`src/rtl/escalonador.sv`:
```
// Round-robin scheduler for one shared resource among four requesters.
// A granted requester holds the resource for DURACAO time units (Tick strobes)
// or until it cancels; a one-cycle release state separates consecutive grants.
module escalonador #(
  parameter logic [6:0] DURACAO = 7'd6
) (
  input  logic       Clk,
  input  logic       Rst_n,
  input  logic       Tick,
  input  logic [3:0] Pedido,
  input  logic       Cancelar,
  output logic [3:0] Concessao,
  output logic [1:0] Dono,
  output logic       Ocupado,
  output logic [6:0] Tempo,
  output logic [6:0] Termino,
  output logic       Fim
);

  typedef enum logic [1:0] {StLivre, StOcupado, StLiberta} state_e;

  state_e     state_q, state_d;
  logic [6:0] tempo_q, tempo_d;
  logic [6:0] termino_q, termino_d;
  logic [1:0] dono_q, dono_d;
  logic [1:0] ultimo_q, ultimo_d;
  logic [3:0] concessao_q, concessao_d;
  logic       ocupado_q, ocupado_d;
  logic       fim_q, fim_d;

  logic       sel_valid;
  logic [1:0] sel_idx;
  logic [1:0] rr_cand;

  // Round-robin pick: search upward starting just after the last owner.
  always_comb begin
    sel_valid = 1'b0;
    sel_idx   = ultimo_q;
    rr_cand   = ultimo_q;
    for (int unsigned i = 1; i <= 4; i++) begin
      rr_cand = ultimo_q + 2'(i);
      if (!sel_valid && Pedido[rr_cand]) begin
        sel_valid = 1'b1;
        sel_idx   = rr_cand;
      end
    end
  end

  // Next-state logic; grant and end-of-reservation strobes default low.
  always_comb begin
    state_d     = state_q;
    tempo_d     = Tick ? tempo_q + 7'd1 : tempo_q;
    termino_d   = termino_q;
    dono_d      = dono_q;
    ultimo_d    = ultimo_q;
    concessao_d = 4'b0000;
    ocupado_d   = ocupado_q;
    fim_d       = 1'b0;
    case (state_q)
      StLivre: begin
        if (sel_valid) begin
          concessao_d = 4'b0001 << sel_idx;
          dono_d      = sel_idx;
          ultimo_d    = sel_idx;
          ocupado_d   = 1'b1;
          // Uses the pre-increment time even when Tick coincides.
          termino_d   = tempo_q + DURACAO;
          state_d     = StOcupado;
        end
      end
      StOcupado: begin
        // Equality on 7-bit values handles wrap of the end time past 127.
        if ((tempo_q == termino_q) || Cancelar) begin
          fim_d     = 1'b1;
          ocupado_d = 1'b0;
          state_d   = StLiberta;
        end
      end
      StLiberta: begin
        state_d = StLivre;
      end
      default: begin
        state_d = StLivre;
      end
    endcase
  end

  // State registers with synchronous active-low reset; Ultimo=3 favours requester 0.
  always_ff @(posedge Clk) begin
    if (!Rst_n) begin
      state_q     <= StLivre;
      tempo_q     <= 7'd0;
      termino_q   <= 7'd0;
      dono_q      <= 2'd0;
      ultimo_q    <= 2'd3;
      concessao_q <= 4'b0000;
      ocupado_q   <= 1'b0;
      fim_q       <= 1'b0;
    end else begin
      state_q     <= state_d;
      tempo_q     <= tempo_d;
      termino_q   <= termino_d;
      dono_q      <= dono_d;
      ultimo_q    <= ultimo_d;
      concessao_q <= concessao_d;
      ocupado_q   <= ocupado_d;
      fim_q       <= fim_d;
    end
  end

  assign Concessao = concessao_q;
  assign Dono      = dono_q;
  assign Ocupado   = ocupado_q;
  assign Tempo     = tempo_q;
  assign Termino   = termino_q;
  assign Fim       = fim_q;

endmodule

```
`config.mk`:
```
export PLATFORM = sky130hd
export DESIGN_NAME = escalonador
export DESIGN_NICKNAME = d
export VERILOG_FILES = /design/src/rtl/escalonador.sv
export SDC_FILE = /design/constraint.sdc
export NUM_CORES = 1
export LEC_CHECK = 0
export ABC_AREA = 1
export BUFFER_PORTS_ARGS = -buffer_cell sky130_fd_sc_hd__buf_2
export CORE_ASPECT_RATIO = 0.6
export CORE_MARGIN = 1
export CORE_UTILIZATION = 54
export DETAILED_ROUTE_END_ITERATION = 7
export PLACE_DENSITY = 0.89
export SYNTH_ARGS = -nofsm -noshare
export SYNTH_HDL_FRONTEND = slang
export SYNTH_SLANG_ARGS = --single-unit
export TNS_END_PERCENT = 10
```
`constraint.sdc`:
```
create_clock -name Clk -period 1.9 [get_ports Clk]
set_input_delay 0.095 -clock Clk [delete_from_list [all_inputs] [get_ports Clk]]
set_output_delay 0.095 -clock Clk [all_outputs]
set_load 0.005 [all_outputs]
```
# --- Word-level counts from Yosys, hierarchy flattened ---
# Cells that the tools add are included.
word_totals:
  reg_bits: 26
  inputBits: 8
  output_inout_bits: 22
  wordCells: 59
op_classes:
  addsub: 5
  magnitude_cmp: 4
  eq_ne: 4
  shift: 1
  mux: 23
  reduce_logical: 14
ops:
  columns: ["cell", "count"]
  rows:
  - ["$lt A2 B3 Y1 const B", 4]
  - ["$mux W2", 6]
  - ["$mux W1", 11]
  - ["$bmux W1 S2", 4]
  - ["$add A7 B1 Y7 const B", 1]
  - ["$add A7 B3 Y7 const B", 1]
  - ["$eq A7 B7 Y1", 1]
  - ["$reduce_and A2 Y1", 3]
  - ["$reduce_and A3 Y1", 2]
  - ["$add A2 B2 Y2 const B", 2]
  - ["$ne A2 B2 Y1 const B", 2]
  - ["$pmux W2 S2", 1]
  - ["$shl A1 B2 Y4 const A", 1]
  - ["$logic_and A1 B1 Y1", 3]
  - ["$logic_not A1 Y1", 3]
  - ["$add A2 B1 Y2 const B", 1]
  - ["$eq A2 B1 Y1 const B", 1]
  - ["$logic_not A2 Y1", 1]
  - ["$pmux W1 S2", 1]
  - ["$reduce_bool A2 Y1", 1]
  - ["$logic_or A1 B1 Y1", 1]

# --- Longest topological paths before layout ---
# Gate-level depths: netlist of the first run.
depth:
  depth_word: 15
  depth_mapped: 12
  ltp_nobuf: 11

# --- Worst setup path before layout of the first run ---
# No wires, ideal clock.
synth_timing:
  path_kind: "register to register"
  from: "reg ultimo_q[0]"
  to: "reg ultimo_q[0]"
  setup_time_ps: 131
  arrival_ps: 1349
  setup_slack_ps: 419
  path_stages_with_launch: 13
  path_buffers: 1
  period_less_slack_ps: 1481
  path_cell_list: "dfxtp_1 -> inv_2 -> buf_6 -> nand2_2 -> nand2_1 -> nand2_1 -> nand2_1 -> nor2_4 -> nand3_4 -> nand2_8 -> inv_8 -> nand2_2 -> nand3_2"
synth_between:
  elab_chain_len: 14
  elab_cells_between_ends: 26
  classes_between: "add/sub (3); mux (16); reduce/logical (7)"
synth_rtl:
  columns: ["item", "line_no", "rtl"]
  rows:
  - ["start: declaration", "26", "logic [1:0] ultimo_q, ultimo_d;"]
  - ["start signal: assignment", "104", "ultimo_q <= ultimo_d;"]
  - ["$add A2 B1 Y2", "41", "rr_cand = ultimo_q + 2'(i);"]
  - ["$bmux W1 S2", "42", "if (!sel_valid && Pedido[rr_cand]) begin"]
  - ["$mux W1 (implied by the code)", "42", null]
  - ["$mux W1", "42", null]
  - ["$logic_not A1 Y1", "42", null]
  - ["$logic_and A1 B1 Y1", "42", null]
  - ["$mux W1", "42", null]
  - ["$logic_not A1 Y1", "42", null]
  - ["$logic_and A1 B1 Y1", "42", null]
  - ["$mux W1", "42", null]
  - ["$logic_not A1 Y1", "42", null]
  - ["$logic_and A1 B1 Y1", "42", null]
  - ["$mux W1", "42", null]
  - ["$reduce_and A2 Y1 (no line)", null, null]
# Several ways; a longest one is shown, not always the timed one. The select of a mux whose other input is x is not followed.
# A chain may end at the register's enable or synchronous reset.

# --- Final worst setup path of the first run ---
layout_timing:
  from: "reg ultimo_q[0]"
  to: "reg concessao_q[0], in the netlist Concessao[0]"
layout_between:
  elab_chain_len: 14
  elab_cells_between_ends: 27
  classes_between: "add/sub (3); shift (1); mux (16); reduce/logical (7)"
layout_rtl:
  columns: ["item", "line_no", "rtl"]
  rows:
  - ["$add A2 B1 Y2", "41", null]
  - ["$bmux W1 S2", "42", null]
  - ["$mux W1 (implied by the code)", "42", null]
  - ["$mux W1", "42", null]
  - ["$logic_not A1 Y1", "42", null]
  - ["$logic_and A1 B1 Y1", "42", null]
  - ["$mux W1", "42", null]
  - ["$logic_not A1 Y1", "42", null]
  - ["$logic_and A1 B1 Y1", "42", null]
  - ["$mux W1", "42", null]
  - ["$logic_not A1 Y1", "42", null]
  - ["$logic_and A1 B1 Y1", "42", null]
  - ["$mux W1 / $mux W2 (equally long branches)", "42", null]
  - ["$reduce_and A3 Y1 (no line) / $shl A1 B2 Y4 (equally long branches)", null, null]
  - ["end signal: assignment", "105", "concessao_q <= concessao_d;"]
  - ["end: declaration", "27", "logic [3:0] concessao_q, concessao_d;"]
# Several ways; a longest one is shown, not always the timed one. The select of a mux whose other input is x is not followed.

==> flow_summary_export.csv, run 1 <==
group,metric,value,unit
sta,tns,0,ns
yosys,synth_top_cell_by_area,"dfxtp_1",
route,vias,1398,
floorplan,die_h,42.9,um
yosys,synth_area,1500,um2
grt,grt_usage,22.6,%
yosys,synth_xor_area_share,6.99,%
sta,finalHoldViolCount,0,
yosys,synth_simple_gate_area_share,43.6,%
critical_path,critPathCaptureType,"register",
sta,final.period_utilization,85.5,%
placed_design,port-buffer-count,29,
sta,clock_skew,0.00368,ns
critical_path,reg2reg_to,"Concessao[0]",
yosys,ys_seq_area_share,34.6,%
sta,min_period,1.62,ns
yosys,synthFlopType,"dfxtp_1",
critical_path,cp_top_family,"simple AND/OR/NAND/NOR gates",
sta,relSlewSlack,79.4,%
cts,clockBufferDepth,2,
yosys,synth.most_common_cell,"nand2_1",
critical_path,crit_path_frequent_cell,"nand2_1",
critical_path,crit_path_start,"ultimo_q[0]",
cells_and_area,diodes,0,
worst_hold_path,min_path_type,"in2reg",
critical_path,crit_slowest_cell,"dfxtp_1",
pwr,p_per_area,1500,nW/um2
pwr,vdd_ir_drop_max,0.779,mV
critical_path,rr_worst_depth,11,
yosys,synth_top_family_by_area,"simple AND/OR/NAND/NOR gates",
pwr,cellLeakagePower,0.895,nW
cts,cts_hold_buf,0,
critical_path,slowest_delay,0.36,ns
sta,finalSetupViolCount,0,
yosys,synth_commonest_cells,"nand2_1, nor2_1, dfxtp_1",
sta,rsz0062_at_grt,"false",
grt,grt_pass1_vias,1213,
run,cap_viol_max_count,0,
route,ant_nets,0,
sta,fin_ws,0.275,ns
status,status,"complete, no violations",
cts,numCtsBuffers,3,
route,drc_errors,0,
cells_and_area,fin_nets,263,
sta,tightest_slew,0.309,ns
critical_path,critPathMaxFanout,13,
placed_design,gp_congestion,0.950,
route,first_pass_iters,4,
cells_and_area,fill_cells,209,
yosys,ys_types,26,
critical_path,path_cells,"buf_4 > nand2_1 > nand2_1 > nand2_2 > nand2_4 > nor2_4 > nand3_4 > nand2_8 > inv_8 > nand2_1 > nor2_1",
yosys,synth_nets,232,
cts,h-tree-depth,1,
yosys,synth_edf_count,0,
yosys,synthArstFlopShare,0,%
critical_path,regToRegSetupSlack,0.28,ns
cts,clk_latency,0.27,ns
floorplan,ios,30,
critical_path,criticalPathCategory,"reg2reg",
yosys,synth_area_leaders,"dfxtp_1, nand2_1, nor2_1, nand3_1, xnor2_1",
sta,slew_viol_final,0,
critical_path,worstSetupStartpointType,"register",
critical_path,path_buf_inv,2,
cts,clock-sinks,26,
yosys,avgSynthCellArea,6.80,um2
cts,ctsResizeCount,0,
worst_hold_path,hold_path_startpoint,"Cancelar",
route,routed_via_density,4.94,
yosys,synth-compound-area-share,5.00,%
cts,cts_tree,"built",
worst_hold_path,hold_depth,4,
critical_path,worstReg2RegStart,"ultimo_q[0]",
cells_and_area,postLayoutCoreUtil,67.7,%
yosys,synth_top_area_share,34.6,%
pwr,power,2.61,mW
cts,clock-root-buffer,"clkbuf_8",
grt,grt_max_degree,18,
cts,path_clk_slew,0.09,ns
yosys,synthAdderAreaFrac,2.50,%
cts,cts_setup_buffers,0,
critical_path,worstPathRequired,2.10,ns
grt,gr-total-overflow,0,
floorplan,row_count,14,
grt,grt_pass1_wl,5.32,mm
worst_hold_path,holdPathEnd,"state_q[0]",
yosys,yosysWarnings,0,
cells_and_area,drive_gt1_share,23.5,%
route,routed_wl,3.08,mm
yosys,syn_inst,221,
grt,antenna_found_initial,0,
sta,max_freq,616,MHz
floorplan,die_w,70.1,um
route,dr.first_iter.drc_count,70,
floorplan,core,2570,um2
route,wl_per_cell,10.9,um
critical_path,critPathArrivalTime,1.83,ns
placed_design,dp_hpwl,2.38,mm
floorplan,initial_core_util,58.4,%
yosys,synthMuxAreaShare,0,%
yosys,synth-seq-cells,26,
floorplan,die-area,3000,um2
placed_design,place_ws,0.310,ns
sta,whs,0.111,ns
cells_and_area,area_growth,16.1,%
sequential cells by signal, indices dropped and copies added, names as in the netlist:
signal and cells:
Tempo 7, Termino 7, Concessao 4, Dono 2, state_q 2, ultimo_q 2
Fim 1, Ocupado 1
cell usage in the layout (no fill, tap or decap):
| cell | synthesis | routed |
|---|---|---|
| dfxtp_1 | 26 | 26 |
| clkbuf_8 | 0 | 3 |
| o21ai_1 | 2 | 2 |
| a21oi_1 | 10 | 10 |
| inv_8 | 1 | 1 |
| nor2_1 | 31 | 31 |
| nand2_4 | 1 | 1 |
| nand2_1 | 64 | 64 |
| nor3_1 | 4 | 4 |
| buf_2 | 0 | 29 |
| nand3b_1 | 1 | 1 |
| ha_1 | 3 | 3 |
| xor2_1 | 5 | 5 |
| nor2_2 | 7 | 7 |
| nand2_8 | 1 | 1 |
| nor2_4 | 1 | 1 |
| bufinv_16 | 0 | 1 |
| buf_4 | 1 | 2 |
| xnor2_1 | 7 | 7 |
| nand2_2 | 9 | 9 |
| inv_2 | 2 | 2 |
| o21ai_0 | 3 | 3 |
| or2_0 | 1 | 1 |
| nand3_4 | 1 | 1 |
| nand3_2 | 1 | 1 |
| inv_1 | 16 | 16 |
| nand3_1 | 19 | 19 |
worst max-delay path by stage:
| stage | end | depth (start not counted) |
|---|---|---|
| final | Concessao[0] | 11 |
| after detailed placement | ultimo_q[0] | 11 |
| after global placement | ultimo_q[0] | 10 |
| after CTS | Concessao[0] | 11 |
| after floorplan | ultimo_q[0] | 12 |
| after global routing | Concessao[0] | 11 |
area by class of cell:
cell class | count | area, um2 | area share [%]
Clock buffer | 3 | 41.3 | 2.37
Clock inverter | 1 | 30.0 | 1.72
Inverter | 19 | 78.8 | 4.52
Multi-Input combinational cell | 171 | 873 | 50.1
Sequential cell | 26 | 520 | 29.8
Tap cell | 32 | 40.0 | 2.30
Timing Repair Buffer | 31 | 160 | 9.18
per-layer routing:
layer  GRT usage [%]  share of wire, %  vias up
li1                -                 -      754
met1            33.1                53      598
met2            31.9                39       39
met3            6.18               5.9        7
met4            7.20               1.5        0
met5               0                 0        -
worst min-delay path, delay by kind of cell:
family                 cells  cell delay [ns]
AO/OA/AOI/OAI              1             0.06
buffers and inverters      2             0.11
AND/OR/NAND/NOR            1             0.07
where the power goes:
group | switching, mW | leakage, nW | internal [mW] | total [mW]
logic | 0.861 | 0.645 | 0.500 | 1.36
registers | 0.106 | 0.214 | 0.690 | 0.797
clock network | 0.173 | 0.0357 | 0.282 | 0.455
total | 1.14 | 0.895 | 1.47 | 2.61
stage by stage:
step                      instance area (um2)  std cells
after CTS                                1740        283
after detailed placement                 1670        279
after floorplan                          1500        221
after global routing                     1740        283
after global placement                   1670        279
final                                    1740        283
cell families (layout without fill, tap and decap cells):
kind of cell	count (synthesis)	in the layout
buffers and inverters	24	54
xor gates and xnor gates	12	12
DFF	26	26
AOI/OAI and AO/OA	15	15
and+or+nand+nor	141	141
adders and majority gates	3	3
Note: power is estimated with default switching activity, not from simulation.
==> run 2, diff against run 1 <==
Settings changed: CELL_PAD_IN_SITES_DETAIL_PLACEMENT set to 2, CELL_PAD_IN_SITES_GLOBAL_PLACEMENT set to 2, CORE_UTILIZATION 54 to 29, PLACE_DENSITY 0.89 to 0.88, RECOVER_POWER set to 100.
==> run 2 against run 1 <==
  * Cell area up 0.65%
  * Total power up 4.1%
  * Register-to-register slack worse by 0.15 ns
  * Non-clock buffer count unchanged
  * Highest routed layer unchanged
  * Wire length up 63%
  * Clock power up 3%
  * Sequential cell count unchanged
==> flow_summary_export.csv, run 2 (synthesized netlist as in run 1, its figures left out) <==
group,metric,value,unit
floorplan,die_h,57.8,um
pwr,p_per_area,1550,nW/um2
critical_path,critPathArrivalTime,1.95,ns
cts,clock-sinks,26,
placed_design,dp_hpwl,3.83,mm
route,vias,1530,
sta,finalHoldViolCount,0,
cells_and_area,final_cell_mix,"nand2_1, nor2_1, dfxtp_1, nand3_1, buf_2",
route,routed_via_density,4.87,
critical_path,worstPathRequired,2.07,ns
pwr,vdd_ir_drop_max,0.383,mV
pwr,p_sw_share,46.8,%
sta,final.period_utilization,93.4,%
cts,clock-root-buffer,"clkbuf_8",
critical_path,worstSetupStartpointType,"register",
cts,cts_tree,"built",
worst_hold_path,hold_depth,4,
sta,relSlewSlack,74.2,%
cts,clk_latency,0.28,ns
grt,grt_usage,20.1,%
cts,path_clk_slew,0.10,ns
sta,tns,0,ns
critical_path,slowest_delay,0.47,ns
sta,tightest_slew,0.386,ns
sta,whs,0.136,ns
cts,ctsResizeCount,0,
pwr,cellLeakagePower,0.853,nW
placed_design,port-buffer-count,29,
floorplan,initial_core_util,31.4,%
cells_and_area,drive_gt1_share,17.1,%
floorplan,die_w,94.9,um
grt,grt_max_degree,18,
sta,finalSetupViolCount,0,
floorplan,die-area,5480,um2
run,cap_viol_max_count,0,
pwr,p_int,1.45,mW
grt,gr-total-overflow,0,
critical_path,critPathCaptureType,"register",
cells_and_area,diodes,0,
grt,grt_pass1_wl,8.38,mm
critical_path,crit_slowest_cell,"dfxtp_1",
pwr,combPwrFrac,53.2,%
cts,h-tree-depth,1,
route,routed_wl,5.03,mm
cts,cts_setup_buffers,0,
worst_hold_path,min_path_type,"in2reg",
route,drc_errors,0,
cells_and_area,final_common_cell,"nand2_1",
critical_path,path_cells,"inv_2 > nand2_1 > nand2_2 > nand2_2 > nand2_4 > nor2_4 > nand3_4 > nand2_8 > inv_8 > nor2_1 > nor2_1",
status,status,"complete, no violations",
floorplan,ios,30,
cts,numCtsBuffers,3,
route,ant_nets,0,
sta,min_period,1.77,ns
cells_and_area,fill_cells,589,
route,first_pass_iters,4,
route,dr.first_iter.drc_count,26,
critical_path,rr_worst_depth,11,
cts,cts_hold_buf,0,
route,wl_per_cell,16.0,um
grt,antenna_found_initial,0,
critical_path,criticalPathCategory,"reg2reg",
sta,clock_skew,0.00410,ns
floorplan,row_count,19,
pwr,p_switching,1.27,mW
critical_path,critPathMaxFanout,10,
pwr,seqPwrFrac,29.5,%
placed_design,gp_congestion,0.770,
floorplan,core,4780,um2
sta,rsz0062_at_grt,"false",
cells_and_area,fin_nets,263,
sta,slew_viol_final,0,
cells_and_area,area_growth,16.8,%
cts,clockBufferDepth,2,
grt,grt_pass1_vias,1649,
pwr,clkPwrFrac,17.3,%
sta,max_freq,564,MHz
[run 2: cell count changes in the layout (fill, tap and decap cells not counted), sizes merged]
cell,delta
clkbuf,+10
buf,-10
[run 2: metrics by stage]
stage	worst slack (ns)	instances	util (%)	total power, mW	area (um2)
after global routing	0.0234	314	36.7	2.93	1760
after CTS	0.154	314	37.3	2.79	1780
after global placement	0.296	310	35.8	2.19	1710
after detailed placement	0.225	310	35.8	2.28	1710
final	0.125	314	36.7	2.72	1760
after floorplan	0.419	221	-	1.84	1500
[run 2: layout make-up]
type	count	area (um2)	area share, %
well taps	63	78.8	4.49
clock inverters	1	30.0	1.71
repair buffers	31	148	8.41
inverters	19	78.8	4.49
clock buffers	3	41.3	2.35
flip-flops and latches	26	520	29.7
multi-input cells	171	858	48.9
[run 2: per-layer routing]
metal	vias up	wire length (um)	GRT usage (%)
met3	2	148	4.07
li1	756	-	-
met5	-	0	0
met2	28	2300	34.5
met1	744	2570	26.7
met4	0	15	3.25
[run 2: worst max-delay path, delay by kind of cell (launching register included)]
| family | cells | cell delay, ns |
|---|---|---|
| simple gates | 9 | 0.99 |
| flops | 1 | 0.47 |
| buf+inv | 2 | 0.19 |
[run 2: path summary, 6_finish.rpt]
check                                 start    endpoint  slack [ns]
worst max-delay path            ultimo_q[1]  Termino[0]        0.13
worst min-delay path               Cancelar  state_q[0]        0.14
worst max register to register  ultimo_q[1]  Termino[0]        0.13
worst min register to register      Ocupado     Ocupado        0.47
[run 2: power groups by stage]
stage                     Sequential (mW)  Combinational (mW)  Clock [mW]
after floorplan                     0.816                1.02           0
after global placement              0.811                1.38           0
after detailed placement            0.820                1.46           0
after CTS                           0.810                1.49       0.488
after global routing                0.820                1.60       0.504
final                               0.802                1.45       0.470
